===== config.mk =====
export PLATFORM = sky130hd
export DESIGN_NAME = clk_gate_mode_ctrl
export DESIGN_NICKNAME = d
export VERILOG_FILES = /design/src/rtl/clk_gate_mode_ctrl.sv
export SDC_FILE = /design/constraint.sdc
export NUM_CORES = 1
export LEC_CHECK = 0
export ABC_CLOCK_PERIOD_IN_PS = 2400
export BUFFER_PORTS_ARGS = -buffer_cell sky130_fd_sc_hd__buf_4
export CORE_UTILIZATION = 32
export DETAILED_ROUTE_END_ITERATION = 10
export GPL_ROUTABILITY_DRIVEN = 0
export GPL_TIMING_DRIVEN = 0
export PLACE_DENSITY = 0.46
export SKIP_LAST_GASP = 1
export SLEW_MARGIN = 5
export SYNTH_ARGS = -nofsm -noshare
export SYNTH_HDL_FRONTEND = slang
export SYNTH_SLANG_ARGS = --single-unit

===== constraint.sdc =====
create_clock -name i_clk_ref -period 2.4 [get_ports i_clk_ref]
set_input_delay 0.12 -clock i_clk_ref [delete_from_list [all_inputs] [get_ports i_clk_ref]]
set_output_delay 0.12 -clock i_clk_ref [all_outputs]
set_load 0.03 [all_outputs]

===== src/rtl/clk_gate_mode_ctrl.sv =====
// Multi-channel gated clock root with glitch-free per-channel polarity switching.
// Macros: CLK_MODE_SW_SWITCH_CNT_EN adds per-channel switch counters; FPGA / SIM_CLK select the clock output path.

module icg (
  input  logic i_ck,
  input  logic i_e,
  input  logic i_te,
  output logic o_q
);
  logic r_en_lat;

  always_latch begin
    if (!i_ck) r_en_lat <= i_e | i_te;
  end

  assign o_q = i_ck & r_en_lat;
endmodule

module clk_inv (
  input  logic i_a,
  output logic o_y
);
  assign o_y = ~i_a;
endmodule

module clk_mux (
  input  logic i_a0,
  input  logic i_a1,
  input  logic i_s,
  output logic o_y
);
  assign o_y = i_s ? i_a1 : i_a0;
endmodule

module clk_gate_mode_ctrl #(
  parameter int NUM_CH      = 4,
  parameter int SYNC_STAGES = 2,
  parameter int SETTLE_CYC  = 4,
  parameter int RST_EN_VAL  = 1
) (
  input  logic              rstn,
  input  logic              i_clk_ref,
  input  logic [NUM_CH-1:0] i_ch_en,
  input  logic [NUM_CH-1:0] i_ch_mode,
  output logic [NUM_CH-1:0] o_clk_ch,
  output logic [NUM_CH-1:0] o_ch_active,
  output logic [NUM_CH-1:0] o_ch_busy,
  output logic [NUM_CH-1:0] o_ch_mode_applied
`ifdef CLK_MODE_SW_SWITCH_CNT_EN
  ,
  output logic [NUM_CH*8-1:0] o_ch_sw_cnt
`endif
);

  typedef enum logic [1:0] {
    ST_IDLE   = 2'd0,
    ST_RUN    = 2'd1,
    ST_DRAIN  = 2'd2,
    ST_SETTLE = 2'd3
  } state_t;

  localparam logic       RST_EN    = (RST_EN_VAL != 0);
  localparam state_t     RST_STATE = RST_EN ? ST_RUN : ST_IDLE;
  localparam logic [7:0] CNT_LOAD  = 8'(SETTLE_CYC - 1);

`ifdef CLK_MODE_SW_SWITCH_CNT_EN
  function automatic logic [7:0] sat_inc8(input logic [7:0] v);
    return (v == 8'hFF) ? v : v + 8'd1;
  endfunction
`endif

  logic [NUM_CH-1:0] r_en_sync   [SYNC_STAGES];
  logic [NUM_CH-1:0] r_mode_sync [SYNC_STAGES];
  logic [NUM_CH-1:0] w_en_s;
  logic [NUM_CH-1:0] w_mode_s;

  // Synchroniser stages: index 0 faces the asynchronous config bits
  always_ff @(posedge i_clk_ref or negedge rstn) begin
    if (!rstn) begin
      for (int i = 0; i < SYNC_STAGES; i++) begin
        r_en_sync[i]   <= {NUM_CH{RST_EN}};
        r_mode_sync[i] <= '0;
      end
    end else begin
      r_en_sync[0]   <= i_ch_en;
      r_mode_sync[0] <= i_ch_mode;
      for (int i = 1; i < SYNC_STAGES; i++) begin
        r_en_sync[i]   <= r_en_sync[i-1];
        r_mode_sync[i] <= r_mode_sync[i-1];
      end
    end
  end

  assign w_en_s   = r_en_sync[SYNC_STAGES-1];
  assign w_mode_s = r_mode_sync[SYNC_STAGES-1];

  for (genvar g = 0; g < NUM_CH; g++) begin : gen_ch
    state_t     r_state;
    state_t     w_state_nxt;
    logic [7:0] r_cnt;
    logic [7:0] w_cnt_nxt;
    logic       r_mode_app;
    logic       w_mode_app_nxt;
    logic       r_active;
    logic       r_busy;

    always_comb begin
      w_state_nxt    = r_state;
      w_cnt_nxt      = r_cnt;
      w_mode_app_nxt = r_mode_app;
      case (r_state)
        ST_IDLE: begin
          // Clock is stopped, so the mux select may follow the input freely
          w_mode_app_nxt = w_mode_s[g];
          if (w_en_s[g]) w_state_nxt = ST_RUN;
        end
        ST_RUN: begin
          if (!w_en_s[g]) begin
            w_state_nxt = ST_IDLE;
          end else if (w_mode_s[g] != r_mode_app) begin
            w_state_nxt = ST_DRAIN;
            w_cnt_nxt   = CNT_LOAD;
          end
        end
        ST_DRAIN: begin
          if (r_cnt == 8'd0) begin
            w_mode_app_nxt = w_mode_s[g];
            w_cnt_nxt      = CNT_LOAD;
            w_state_nxt    = ST_SETTLE;
          end else begin
            w_cnt_nxt = r_cnt - 8'd1;
          end
        end
        ST_SETTLE: begin
          // A disable seen mid-sequence only takes effect here, never as an abort
          if (r_cnt == 8'd0) begin
            w_state_nxt = w_en_s[g] ? ST_RUN : ST_IDLE;
          end else begin
            w_cnt_nxt = r_cnt - 8'd1;
          end
        end
        default: w_state_nxt = ST_IDLE;
      endcase
    end

    always_ff @(posedge i_clk_ref or negedge rstn) begin
      if (!rstn) begin
        r_state    <= RST_STATE;
        r_cnt      <= 8'd0;
        r_mode_app <= 1'b0;
        r_active   <= RST_EN;
        r_busy     <= 1'b0;
      end else begin
        r_state    <= w_state_nxt;
        r_cnt      <= w_cnt_nxt;
        r_mode_app <= w_mode_app_nxt;
        r_active   <= (w_state_nxt == ST_RUN);
        r_busy     <= (w_state_nxt == ST_DRAIN) || (w_state_nxt == ST_SETTLE);
      end
    end

    assign o_ch_active[g]       = r_active;
    assign o_ch_busy[g]         = r_busy;
    assign o_ch_mode_applied[g] = r_mode_app;

`ifdef CLK_MODE_SW_SWITCH_CNT_EN
    logic [7:0] r_sw_cnt;
    logic       w_sw_inc;

    assign w_sw_inc = (r_state == ST_DRAIN) && (r_cnt == 8'd0) && (w_mode_s[g] != r_mode_app);

    always_ff @(posedge i_clk_ref or negedge rstn) begin
      if (!rstn)         r_sw_cnt <= 8'd0;
      else if (w_sw_inc) r_sw_cnt <= sat_inc8(r_sw_cnt);
    end

    assign o_ch_sw_cnt[g*8 +: 8] = r_sw_cnt;
`endif

    // Output clock path: gate, then polarity select
`ifdef FPGA
    assign o_clk_ch[g] = i_clk_ref;
`elsif SIM_CLK
    logic r_gate_lat;
    logic w_gclk;

    always_latch begin
      if (!i_clk_ref) r_gate_lat <= r_active;
    end

    assign w_gclk      = i_clk_ref & r_gate_lat;
    assign o_clk_ch[g] = r_mode_app ? ~w_gclk : w_gclk;
`else
    logic w_gclk;
    logic w_gclk_n;

    icg u_icg (
      .i_ck (i_clk_ref),
      .i_e  (r_active),
      .i_te (1'b0),
      .o_q  (w_gclk)
    );

    clk_inv u_inv (
      .i_a (w_gclk),
      .o_y (w_gclk_n)
    );

    clk_mux u_mux (
      .i_a0 (w_gclk),
      .i_a1 (w_gclk_n),
      .i_s  (r_mode_app),
      .o_y  (o_clk_ch[g])
    );
`endif
  end

endmodule


==> results of run 1 <==
==> kinds of logic (layout without fill, tap and decap cells) <==
family,count (synthesis),after routing
AO/OA/AOI/OAI,85,85
adder cells (fa/ha/maj),10,10
multiplexers,13,13
AND/OR/NAND/NOR,106,106
latches,4,4
buffers and inverters,44,95
flip-flops,65,65
XOR/XNOR,8,8
==> repair_timing <==
action | CTS | global route
resized for setup | 8 | 7
endpoints found under the setup margin | 9 | 15
pin swaps | 3 | 2
hold endpoints to repair | 57 | 0
hold buffers | 9 | 0
==> Yosys cell counts, types with 3 or more instances <==
master / n
sky130_fd_sc_hd__dfstp_2: 16
sky130_fd_sc_hd__inv_1: 20
sky130_fd_sc_hd__mux2i_1: 4
sky130_fd_sc_hd__o41ai_1: 4
sky130_fd_sc_hd__clkbuf_1: 5
sky130_fd_sc_hd__nand2b_1: 3
sky130_fd_sc_hd__or4_1: 11
sky130_fd_sc_hd__nor4_1: 4
sky130_fd_sc_hd__ha_1: 10
sky130_fd_sc_hd__o31ai_1: 14
sky130_fd_sc_hd__o22ai_1: 4
sky130_fd_sc_hd__o21ai_0: 10
sky130_fd_sc_hd__nand4_1: 5
sky130_fd_sc_hd__nor2_1: 19
sky130_fd_sc_hd__a31oi_1: 5
sky130_fd_sc_hd__or3_1: 5
sky130_fd_sc_hd__mux2_2: 9
sky130_fd_sc_hd__a21boi_0: 3
sky130_fd_sc_hd__a21oi_1: 24
sky130_fd_sc_hd__xnor2_1: 4
sky130_fd_sc_hd__o31a_1: 3
sky130_fd_sc_hd__nand2_1: 25
sky130_fd_sc_hd__dfrtp_1: 49
sky130_fd_sc_hd__xor2_1: 4
sky130_fd_sc_hd__nand3_1: 5
sky130_fd_sc_hd__buf_4: 17
sky130_fd_sc_hd__dlxtn_1: 4
sky130_fd_sc_hd__nor3_1: 6
==> cell type report <==
cell class,instances,area share [%]
clock buffers,24,6.42
multi-input cells,222,38.2
clock inverters,1,0.119
plain buffers,20,2.97
inverters,20,1.78
flip-flops and latches,69,40.6
repair buffers,30,5.88
well taps,136,4.04
==> critical path: stages, from the launching register on <==
cell                      delay (ns)
sky130_fd_sc_hd__dlxtn_2        0.41
sky130_fd_sc_hd__nand2_2        0.06
sky130_fd_sc_hd__xnor2_2        0.15
sky130_fd_sc_hd__buf_6          0.15
==> metal layers <==
layer,vias up,global-route usage (%),part of all wire [%]
met5,-,0,0
met4,0,7.93,2.6
met3,15,5.41,5.1
met2,50,20.4,43
met1,1267,17.2,49
li1,1315,-,-
==> final timing paths <==
check	start	endpoint
worst max-delay path	gen_ch[3].u_icg.r_en_lat	o_clk_ch[3]
worst min-delay path	rstn	w_mode_s[3]
worst max register to register	gen_ch[3].r_state[0]	gen_ch[3].r_cnt[4]
worst min register to register	r_mode_sync[7]	w_mode_s[3]
max in group asynchronous	rstn	gen_ch[2].r_cnt[4]
min in group i_clk_ref	i_ch_en[3]	r_en_sync[7]
==> report_power, final <==
group          internal [mW]  leakage, nW  switching (mW)  total, mW
sequential              1.56        0.800           0.345       1.90
combinational          0.955        0.830            1.23       2.19
clock                  0.770        0.177           0.698       1.47
total                   3.28         1.81            2.27       5.55
==> per-stage QoR <==
step	setup WS (ns)	instance area (um2)	setup TNS, ns
finish	-0.133	4210	-0.490
global placement	0.0492	3860	0
global route	-0.215	4210	-0.733
floorplan	0.196	3500	0
CTS	-0.249	4190	-0.760
detailed placement	0.0250	3860	0
==> sequential cells by signal, summed over array words and instances (netlist names) <==
register and count:
gen_ch.r_cnt 32, gen_ch.r_state 5, gen_ch.r_active 4, gen_ch.r_busy 4
gen_ch.r_mode_app 4, gen_ch.u_icg.r_en_lat 4, r_en_sync 4, r_mode_sync 4
w_en_s 4, w_mode_s 4
==> results.txt, run 1 <==
The flow ran to the end, but the final reports show violations. The checks that failed: setup timing. The logs give 0 for the synthesis warning total and 1710 um2 for the footprint of the flip-flops and latches. Cells fill 40.3% of the core in the end. The logs give 10,500 um2 for the area of the core and 2,647 for the via count of the routed design. STA puts the critical path data required time at 2.28 ns. The final routed DRC violation total was 0; the number of enable flip-flop cells after synthesis was 0. Across the run, the number of max-cap violations was 0. The tools report the antenna cell count as 0.

The HPWL after detailed placement was 4.62 mm; the count of mapped cells out of synthesis was 335. After synthesis, the largest family of logic cells by area is simple AND/OR/NAND/NOR gates. The biggest area contributor in the post-synthesis netlist is sky130_fd_sc_hd__dfrtp_1. The die is 107 um wide.

At the pin with the least slew margin, the transition time is 0.816 ns. The first global-routing pass estimated 12.1 mm of wire. The total wirelength of the detailed-routed design was 7.11 mm; the worst clock skew on the final layout was 0.00658 ns. Yosys attributes the largest share of cell area to sky130_fd_sc_hd__dfrtp_1 (35%), sky130_fd_sc_hd__dfstp_2 (12%), sky130_fd_sc_hd__buf_4 (3.6%).

The peak fanout along the critical path works out to 1. Post-synthesis area per instance: 10.4 um2. The initial standard-cell utilization of the core was 33.4%; the height of the die was 107 um. IR analysis of the VDD net gives a maximum drop of 0.543 mV. Hold is met by 0.295 ns. Summed over all cells, the static leakage comes to 1.81 nW. The tools report the number of endpoints with negative hold slack in the final report as 0. In the final layout, the multi-input gates occupy 1610 um2. The synthesized netlist devotes 16.8% of its cell area to compound gates. The net count after synthesis is 355, and the share of async-settable or async-resettable flops after synthesis is 94.2%. Leaving out fill and tap cells, the most frequent cell in the layout is sky130_fd_sc_hd__dfrtp_1. The via density per instance was 5.07; the number of buffers added on ports was 25.

Once the clock tree was built, the setup fixing pass inserted 0 buffers. The number of nets still failing antenna checks after routing came out at 0. The power density over the cells is 1320 nW/um2. The worst setup slack after layout came out at -0.133 ns. The run gives 0 as the global route total overflow.

The floorplan step defined a die boundary enclosing 11,400 um2. The top cell type by area accounts for 35.0% of the synthesized area. TritonCTS built the clock tree.

During I/O placement, the number of pins put on the boundary was 26. The filler cells instantiated in the layout total 1,052. The parity-gate share of the synthesized area counting xor and xnor cells came out at 2.00%. The number of cells after detailed placement is 496. The run gives 0 as the count of pins over their slew limit.

The post-route netlist has 27.7% of its cells at a drive strength greater than 1. Counting flops and latches in the post-synthesis netlist gives 69. The worst setup path is captured at an output port.

Number of antenna violations at the first check in global routing: 0. The worst hold path belongs to the class input port to async pin. The adder-cell share of the synthesized area is 3.58%.

Before antenna repair, the detailed router went through 4 iterations. The mapped netlist covers 3500 um2. Total power for the finished layout comes to 5.55 mW.

The worst register-to-register path has a depth of 6. Setup repair after global routing could not meet its margin everywhere. The synthesis-to-finish area growth is 20.3%. At the worst endpoint, the arrival time is 2.41 ns. The netlist uses 61 different library cells.

For the via count of the first global-routing pass, the log shows 2,565. For the worst-skew pair, the clock arrives at the later sink with an insertion delay of 0.46 ns. Headroom to the max-slew limit came out at 45.6%.

For the number of nets at the end of the flow, the log shows 400. STA classifies the critical path startpoint as a latch. The setup path with the least slack is of type latch to output port. The number of design-rule violations left by the first detailed-router iteration is 155.

The largest net degree at the start of global routing is 66. The overall track demand over capacity in global routing was 13.8%; the setup slack of the most critical reg-to-reg path was 0.12 ns. In the layout the commonest cells are sky130_fd_sc_hd__dfrtp_1 (49), sky130_fd_sc_hd__buf_4 (34), sky130_fd_sc_hd__a21oi_1 (24). Excluding fillers, the count of instances in the completed layout stands at 522. The clock-pin slew of the registers on the worst-case setup and hold paths works out to 0.07 ns.

Number of placement rows: 37. Setup violations remaining at the end of the flow were counted as 8. Share of synthesized area spent on multiplexers: 4.04%. In the synthesized netlist the dominant register cell turns out to be sky130_fd_sc_hd__dfrtp_1. The routed wirelength normalized by instance count was 13.6 um.

Simple-gate portion of the synthesized area: 18.2%.
No activity file was read; power rests on OpenSTA's default activity.
==> run 2, diff against run 1 <==
--- a/config.mk
+++ b/config.mk
@@ -7,11 +7,11 @@
 export LEC_CHECK = 0
 export ABC_CLOCK_PERIOD_IN_PS = 2400
 export BUFFER_PORTS_ARGS = -buffer_cell sky130_fd_sc_hd__buf_4
-export CORE_UTILIZATION = 32
+export CORE_UTILIZATION = 40
 export DETAILED_ROUTE_END_ITERATION = 10
 export GPL_ROUTABILITY_DRIVEN = 0
 export GPL_TIMING_DRIVEN = 0
-export PLACE_DENSITY = 0.46
+export PLACE_DENSITY = 0.55
 export SKIP_LAST_GASP = 1
 export SLEW_MARGIN = 5
 export SYNTH_ARGS = -nofsm -noshare
==> results.txt, run 2 (synthesis results as in run 1) <==
The number of post-CTS setup repair buffers came out at 0 (unchanged). The count of maximum capacitance violations is 0 (unchanged), and the die width is 95.5 um (-10%). The worst setup slack after layout was -0.151 ns (-0.0179 ns); the standby leakage power was 1.83 nW (+1.5%). In the layout the commonest cells are sky130_fd_sc_hd__dfrtp_1 (49), sky130_fd_sc_hd__buf_4 (34), sky130_fd_sc_hd__a21oi_1 (24). The number of design-rule violations left by the first detailed-router iteration is 113 (-27%), and the slew at the pin closest to its max-slew limit is 0.817 ns (+0.000483 ns).

The largest net degree at the start of global routing is 66 (unchanged). The checks that failed: setup timing. Fraction of power consumed by sequential logic: 33.4% (-0.8 points). The count of pins over their slew limit was 0 (unchanged); the clock latency reported for the late side of the worst-skew pair was 0.45 ns (about the same).

The synthesis-to-finish area growth is 21.0%. The logs give 3.43 mW (+4.5%) for the internal power contribution and 2.28 ns (about the same) for the required time at the endpoint of the critical path. The peak fanout along the critical path came out at 1 (unchanged). The number of ports placed on the die boundary was 26 (unchanged).

The largest registers in the layout are gen_ch.r_cnt x32, gen_ch.r_state x5. The proportion of power drawn by combinational gates was 37.8% (-1.6 points). The antenna cell count came out at 0 (unchanged). Post-placement worst setup slack: 0.0188 ns (-0.00628 ns).

The run gives 0 (unchanged) as the number of endpoints with negative hold slack in the final report. The switching portion of total power was 40.3% (-0.61 points); the clock network power share was 28.8% (+2.4 points). The signal arrival time at the worst endpoint was 2.43 ns (+0.02 ns). The library cell used most frequently in the layout, excluding fill and tap cells, is sky130_fd_sc_hd__dfrtp_1.

Height of the die: 95.5 um (-10%). The HPWL after detailed placement is 4.46 mm (-3.5%). Overall track demand over capacity in global routing: 17.0% (+3.1 points). The number of placement rows is 33 (-11%). The min-delay analysis places its worst path in the category input port to async pin. The area of the core came out at 8340 um2 (-20%). The first-pass GRT wire length came out at 11.6 mm (-4.6%).

The worst setup path is launched from a latch. The power density over the cells works out to 1360 nW/um2 (+2.9%). The maximum resistive drop on vdd came out at 0.418 mV (-23%).

Tracing the worst setup path back leads to its startpoint at gen_ch[3].u_icg.r_en_lat. The global route total overflow came out at 0 (unchanged). The layout filler cell count is 793 (-25%).

For the number of antenna violations at the first check in global routing, the log shows 0 (unchanged). The logs give 9130 um2 (-20%) for the area enclosed by the die boundary and 2,641 (-0.23%) for the via count of the routed design. The number of flip-flops in the largest register came out at 32 (unchanged).

Clock-pin slew of the registers on the worst-case setup and hold paths: 0.07 ns (about the same). Setup repair after global routing could not meet its margin everywhere. The switching power summed over all nets was 2.32 mW (+1.9%); the detailed-routing iteration count for the pre-antenna-repair pass was 4 (unchanged). The via count of the first global-routing pass is 2,610 (+1.8%).

The number of endpoints failing setup at the final stage was 8 (unchanged). The most flop-heavy register was gen_ch.r_cnt. The via density per instance came out at 5.38 (+6.1%). The worst clock skew on the final layout came out at 0.00564 ns (-0.000948 ns).

Final core area utilization: 50.8% (+11 points). TritonCTS built the clock tree. The routed wirelength normalized by instance count came out at 14.2 um (+3.9%). The run gives 6.95 mm (-2.3%) as the total wirelength of the detailed-routed design. The endpoint of the most critical setup path is o_clk_ch[3]. The number of nets still failing antenna checks after routing is 0 (unchanged). The setup slack of the most critical reg-to-reg path came out at 0.15 ns (+0.03 ns). The critical path is of the latch to output port type. The number of cells on the worst reg-to-reg path is 6 (unchanged). Kind of end point of the critical path: an output port. The logs give 0 (unchanged) for the final routed DRC violation total and 42.0% (+8.5 points) for the initial standard-cell utilization of the core.

The launching point of the worst reg2reg path was gen_ch[3].r_state[0]. The share of post-route cells with drive strength above 1 is 29.8% (+2.1 points). Endpoint of the worst register-to-register path: gen_ch[3].r_cnt[4].

Relative slew slack: 45.5% (about the same). The run finished, with violations left. Number of buffers added on ports: 25 (unchanged). The number of nets at the end of the flow came out at 400 (unchanged).
-- run 2: power by group through the flow --
stage          clock network, mW  registers [mW]  logic, mW
6_report                    1.66            1.92       2.17
3_3_place_gp               0.372            1.91       2.10
3_5_place_dp               0.372            1.91       2.13
5_1_grt                     1.79            1.98       2.42
2_1_floorplan              0.288            1.82       1.67
4_1_cts                     1.70            1.91       2.15
-- run 2: worst max-delay path, stage by stage (launching register included) --
cell                      delay (ns)
sky130_fd_sc_hd__dlxtn_2        0.41
sky130_fd_sc_hd__nand2_2        0.06
sky130_fd_sc_hd__xnor2_2        0.16
sky130_fd_sc_hd__buf_6          0.15
-- run 2: stage by stage --
step                area (um2)  setup TNS, ns  std cells  total power [mW]  hold slack, ns
floorplan                 3500              0        335              3.79          -0.176
global placement          3820              0        465              4.38           0.228
detailed placement        3820              0        465              4.42           0.229
CTS                       4200         -0.647        491              5.76           0.284
global route              4240         -0.799        491              6.19           0.285
finish                    4240         -0.534        491              5.75           0.295
-- run 2: routing by layer --
| layer | share of wire (%) | global-route usage [%] | vias to the layer above |
|---|---|---|---|
| met2 | 47 | 24.8 | 66 |
| met1 | 46 | 20.1 | 1256 |
| met4 | 2.0 | 12.1 | 0 |
| met3 | 5.2 | 6.86 | 12 |
| li1 | - | - | 1307 |
| met5 | 0 | 0 | - |
-- run 2: worst min-delay path by stage --
| stage | startpoint | endpoint | slack, ns | cells past startpoint |
|---|---|---|---|---|
| after floorplan | rstn | gen_ch[0].r_busy | -0.18 | 0 |
| after global placement | i_ch_en[3] | r_en_sync[7] | 0.23 | 1 |
| after detailed placement | i_ch_en[1] | r_en_sync[5] | 0.23 | 1 |
| after CTS | i_ch_en[1] | r_en_sync[5] | 0.28 | 2 |
| after global routing | i_ch_en[2] | r_en_sync[6] | 0.29 | 2 |
| final | rstn | gen_ch[2].r_mode_app | 0.30 | 2 |
-- run 2: what timing repair did --
item | in CTS | in global routing
hold buffers | 9 | 0
cloned | 0 | 0
endpoints found under the setup margin | 8 | 15
gates resized for setup | 9 | 11
hold endpoints to repair | 57 | 0
pin swaps | 3 | 4
-- run 2: area by class of cell --
cell class                      instances  area [um2]  share of cell area [%]
Sequential cell                        69        1710                    40.4
Multi-Input combinational cell        222        1620                    38.3
Clock buffer                           21         270                    6.38
Timing Repair Buffer                   30         248                    5.85
Tap cell                              105         131                    3.10
Buffer                                 20         125                    2.95
Inverter                               20        75.1                    1.77
Clock inverter                          4        52.6                    1.24
==> run 3, diff against run 2 <==
--- a/config.mk
+++ b/config.mk
@@ -7,11 +7,11 @@
 export LEC_CHECK = 0
 export ABC_CLOCK_PERIOD_IN_PS = 2400
 export BUFFER_PORTS_ARGS = -buffer_cell sky130_fd_sc_hd__buf_4
-export CORE_UTILIZATION = 40
+export CORE_UTILIZATION = 60
 export DETAILED_ROUTE_END_ITERATION = 10
 export GPL_ROUTABILITY_DRIVEN = 0
 export GPL_TIMING_DRIVEN = 0
-export PLACE_DENSITY = 0.55
+export PLACE_DENSITY = 0.78
 export SKIP_LAST_GASP = 1
 export SLEW_MARGIN = 5
 export SYNTH_ARGS = -nofsm -noshare
==> results.txt, run 3 (synthesis results as in run 1) <==
The run finished, with violations left. The final reports fail on setup timing. TritonCTS built the clock tree.

The type of the setup path with the least slack was latch to output port. The largest registers in the layout are gen_ch.r_cnt x32, gen_ch.r_state x5. The antenna cell count was 0 (unchanged). Setup repair after global routing could not meet its margin everywhere.

The worst setup path is launched from a latch. For the count of pins over their slew limit, the log shows 0 (unchanged). The worst clock skew on the final layout is 0.00696 ns (+0.00133 ns), and the placed standard-cell area is 3780 um2 (-1.1%).

Worst path buffer plus inverter count: 1 (unchanged). Maximum resistive drop on vdd: 1.02 mV (+150%). Number of antenna violations at the first check in global routing: 0 (unchanged). The total wirelength of the detailed-routed design was 7.12 mm (+2.5%); the setup slack of the most critical reg-to-reg path was 0.11 ns (-0.04 ns).

The count of maximum capacitance violations came out at 0 (unchanged). The number of post-CTS setup repair buffers was 0 (unchanged); the number of cells on the worst reg-to-reg path was 6 (unchanged). Peak fanout along the critical path: 1 (unchanged). The delay of the slowest cell on the worst path came out at 0.40 ns (about the same).

The kind of end point of the critical path was an output port. Clock latency reported for the late side of the worst-skew pair: 0.45 ns (about the same). Leaving out fill and tap cells, the most frequent cell in the layout is sky130_fd_sc_hd__dfrtp_1. Die width: 78.4 um (-18%).

The area of the core was 5570 um2 (-33%); the clock-pin slew of the registers on the worst-case setup and hold paths was 0.06 ns (about the same). The worst hold path belongs to the class input port to async pin. The standby leakage power was 1.84 nW (+0.42%); the number of nets still failing antenna checks after routing was 0 (unchanged). For the global route total overflow, the log shows 0 (unchanged). The worst setup slack after layout was -0.170 ns (-0.0185 ns); the height of the die was 78.4 um (-18%). Grouping stages by cell kind, the critical path spends the most delay in latches. The number of endpoints failing setup at the final stage came out at 8 (unchanged). For the initial standard-cell utilization of the core, the log shows 62.8% (+21 points). The worst register-to-register path begins at gen_ch[3].r_state[0].

The relative slew slack came out at 48.1% (+2.6 points). The post-route cell area is 4210 um2 (-0.56%). For the final routed DRC violation total, the log shows 0 (unchanged). The HPWL after detailed placement came out at 4.43 mm (-0.69%). The number of nets at the end of the flow was 400 (unchanged). Detailed-routing iteration count for the pre-antenna-repair pass: 5 (+1). The via count of the first global-routing pass was 2,628 (+0.69%); the area enclosed by the die boundary was 6140 um2 (-33%). The via count of the routed design came out at 2,750 (+4.1%).

The number of endpoints with negative hold slack in the final report came out at 0 (unchanged). Leaving out fill and tap cells, the most frequent cells in the layout are sky130_fd_sc_hd__dfrtp_1 (49), sky130_fd_sc_hd__buf_4 (34), sky130_fd_sc_hd__a21oi_1 (24). Relative to the synthesized area, the layout overhead comes to 20.3%.

The power density over the cells was 1390 nW/um2 (+2.5%). For the required time at the endpoint of the critical path, the log shows 2.28 ns (about the same). Number of design-rule violations left by the first detailed-router iteration: 111 (-1.8%). The number of cells after detailed placement was 432 (-7.1%). Walking the worst path, the cells encountered are nand2_2 -> xnor2_4 -> buf_6. Number of buffers added on ports: 25 (unchanged). The register with the most flip-flops in the final layout is gen_ch.r_cnt. The share of post-route cells with drive strength above 1 works out to 29.5% (-0.26 points).

The slowest stage of the critical path is the sky130_fd_sc_hd__dlxtn_2 cell. The number of placement rows was 27 (-18%); the slew at the pin closest to its max-slew limit was 0.778 ns (-0.0389 ns). The via density per instance is 6.00 (+12%), and the largest net degree at the start of global routing is 66 (unchanged). Endpoint of the worst register-to-register path: gen_ch[3].r_cnt[4]. The overall track demand over capacity in global routing is 25.6% (+8.7 points), and the routed wirelength normalized by instance count is 15.6 um (+9.8%).

The number of ports placed on the die boundary came out at 26 (unchanged). The number of flip-flops in the largest register was 32 (unchanged); the final non-filler cell total was 458 (-6.7%). First-pass GRT wire length: 11.6 mm (+0.66%). The signal arrival time at the worst endpoint came out at 2.45 ns (+0.02 ns).
## run 3: report_power, final
group	switching [mW]	total [mW]	internal [mW]
Sequential	0.376	1.93	1.56
Clock	0.705	1.71	1.01
Combinational	1.26	2.21	0.955
Total	2.34	5.86	3.52
## run 3: worst max path at each step
stage                               to  depth (start not counted)                      from
floorplan           gen_ch[3].r_cnt[4]                          6      gen_ch[3].r_state[0]
global placement    gen_ch[3].r_cnt[4]                          6      gen_ch[3].r_state[0]
detailed placement  gen_ch[3].r_cnt[4]                          6      gen_ch[3].r_state[0]
CTS                        o_clk_ch[1]                          3  gen_ch[1].u_icg.r_en_lat
global route               o_clk_ch[1]                          3  gen_ch[1].u_icg.r_en_lat
finish                     o_clk_ch[1]                          3  gen_ch[1].u_icg.r_en_lat
## run 3: timing repair
item,4_1_cts,5_1_grt
pin swaps,6,5
gates resized for setup,8,13
endpoints found under the setup margin,9,15
hold buffers,9,0
hold endpoints to repair,57,0
## run 3: final cells by class
class | instances | area [um2]
Buffer | 20 | 125
Clock buffer | 22 | 263
Clock inverter | 3 | 66.3
Fill cell | 401 | 1360
Inverter | 20 | 75.1
Multi-Input combinational cell | 222 | 1630
Sequential cell | 69 | 1710
Tap cell | 72 | 90.1
Timing Repair Buffer | 30 | 248
## run 3: per-layer routing
| layer | routed length, um | global-route usage (%) | share of wire, % |
|---|---|---|---|
| met5 | 0 | 0 | 0 |
| met4 | 221 | 14.6 | 3.1 |
| met3 | 417 | 12.0 | 5.9 |
| met2 | 3600 | 40.3 | 50 |
| met1 | 2890 | 28.6 | 41 |
## run 3: worst reg2reg max path: stages, from the launching register on
cell                      delay, ns
sky130_fd_sc_hd__dfstp_2       0.57
sky130_fd_sc_hd__inv_2         0.08
sky130_fd_sc_hd__ha_4          0.28
sky130_fd_sc_hd__nor2_1        0.07
sky130_fd_sc_hd__or4b_2        0.64
sky130_fd_sc_hd__or4_1         0.41
sky130_fd_sc_hd__a21oi_1       0.16
## run 3: metrics by stage
step                      total power, mW  utilization (%)  hold slack, ns  setup TNS (ns)  worst slack (ns)
after CTS                            5.78             74.6           0.294          -0.757            -0.231
after detailed placement             4.40             67.8           0.229               0            0.0148
after global routing                 6.23             75.6           0.287          -0.739            -0.209
final                                5.86             75.6           0.289          -0.555            -0.170
after global placement               4.31             67.8           0.228               0            0.0835
after floorplan                      3.79                -          -0.176               0             0.196
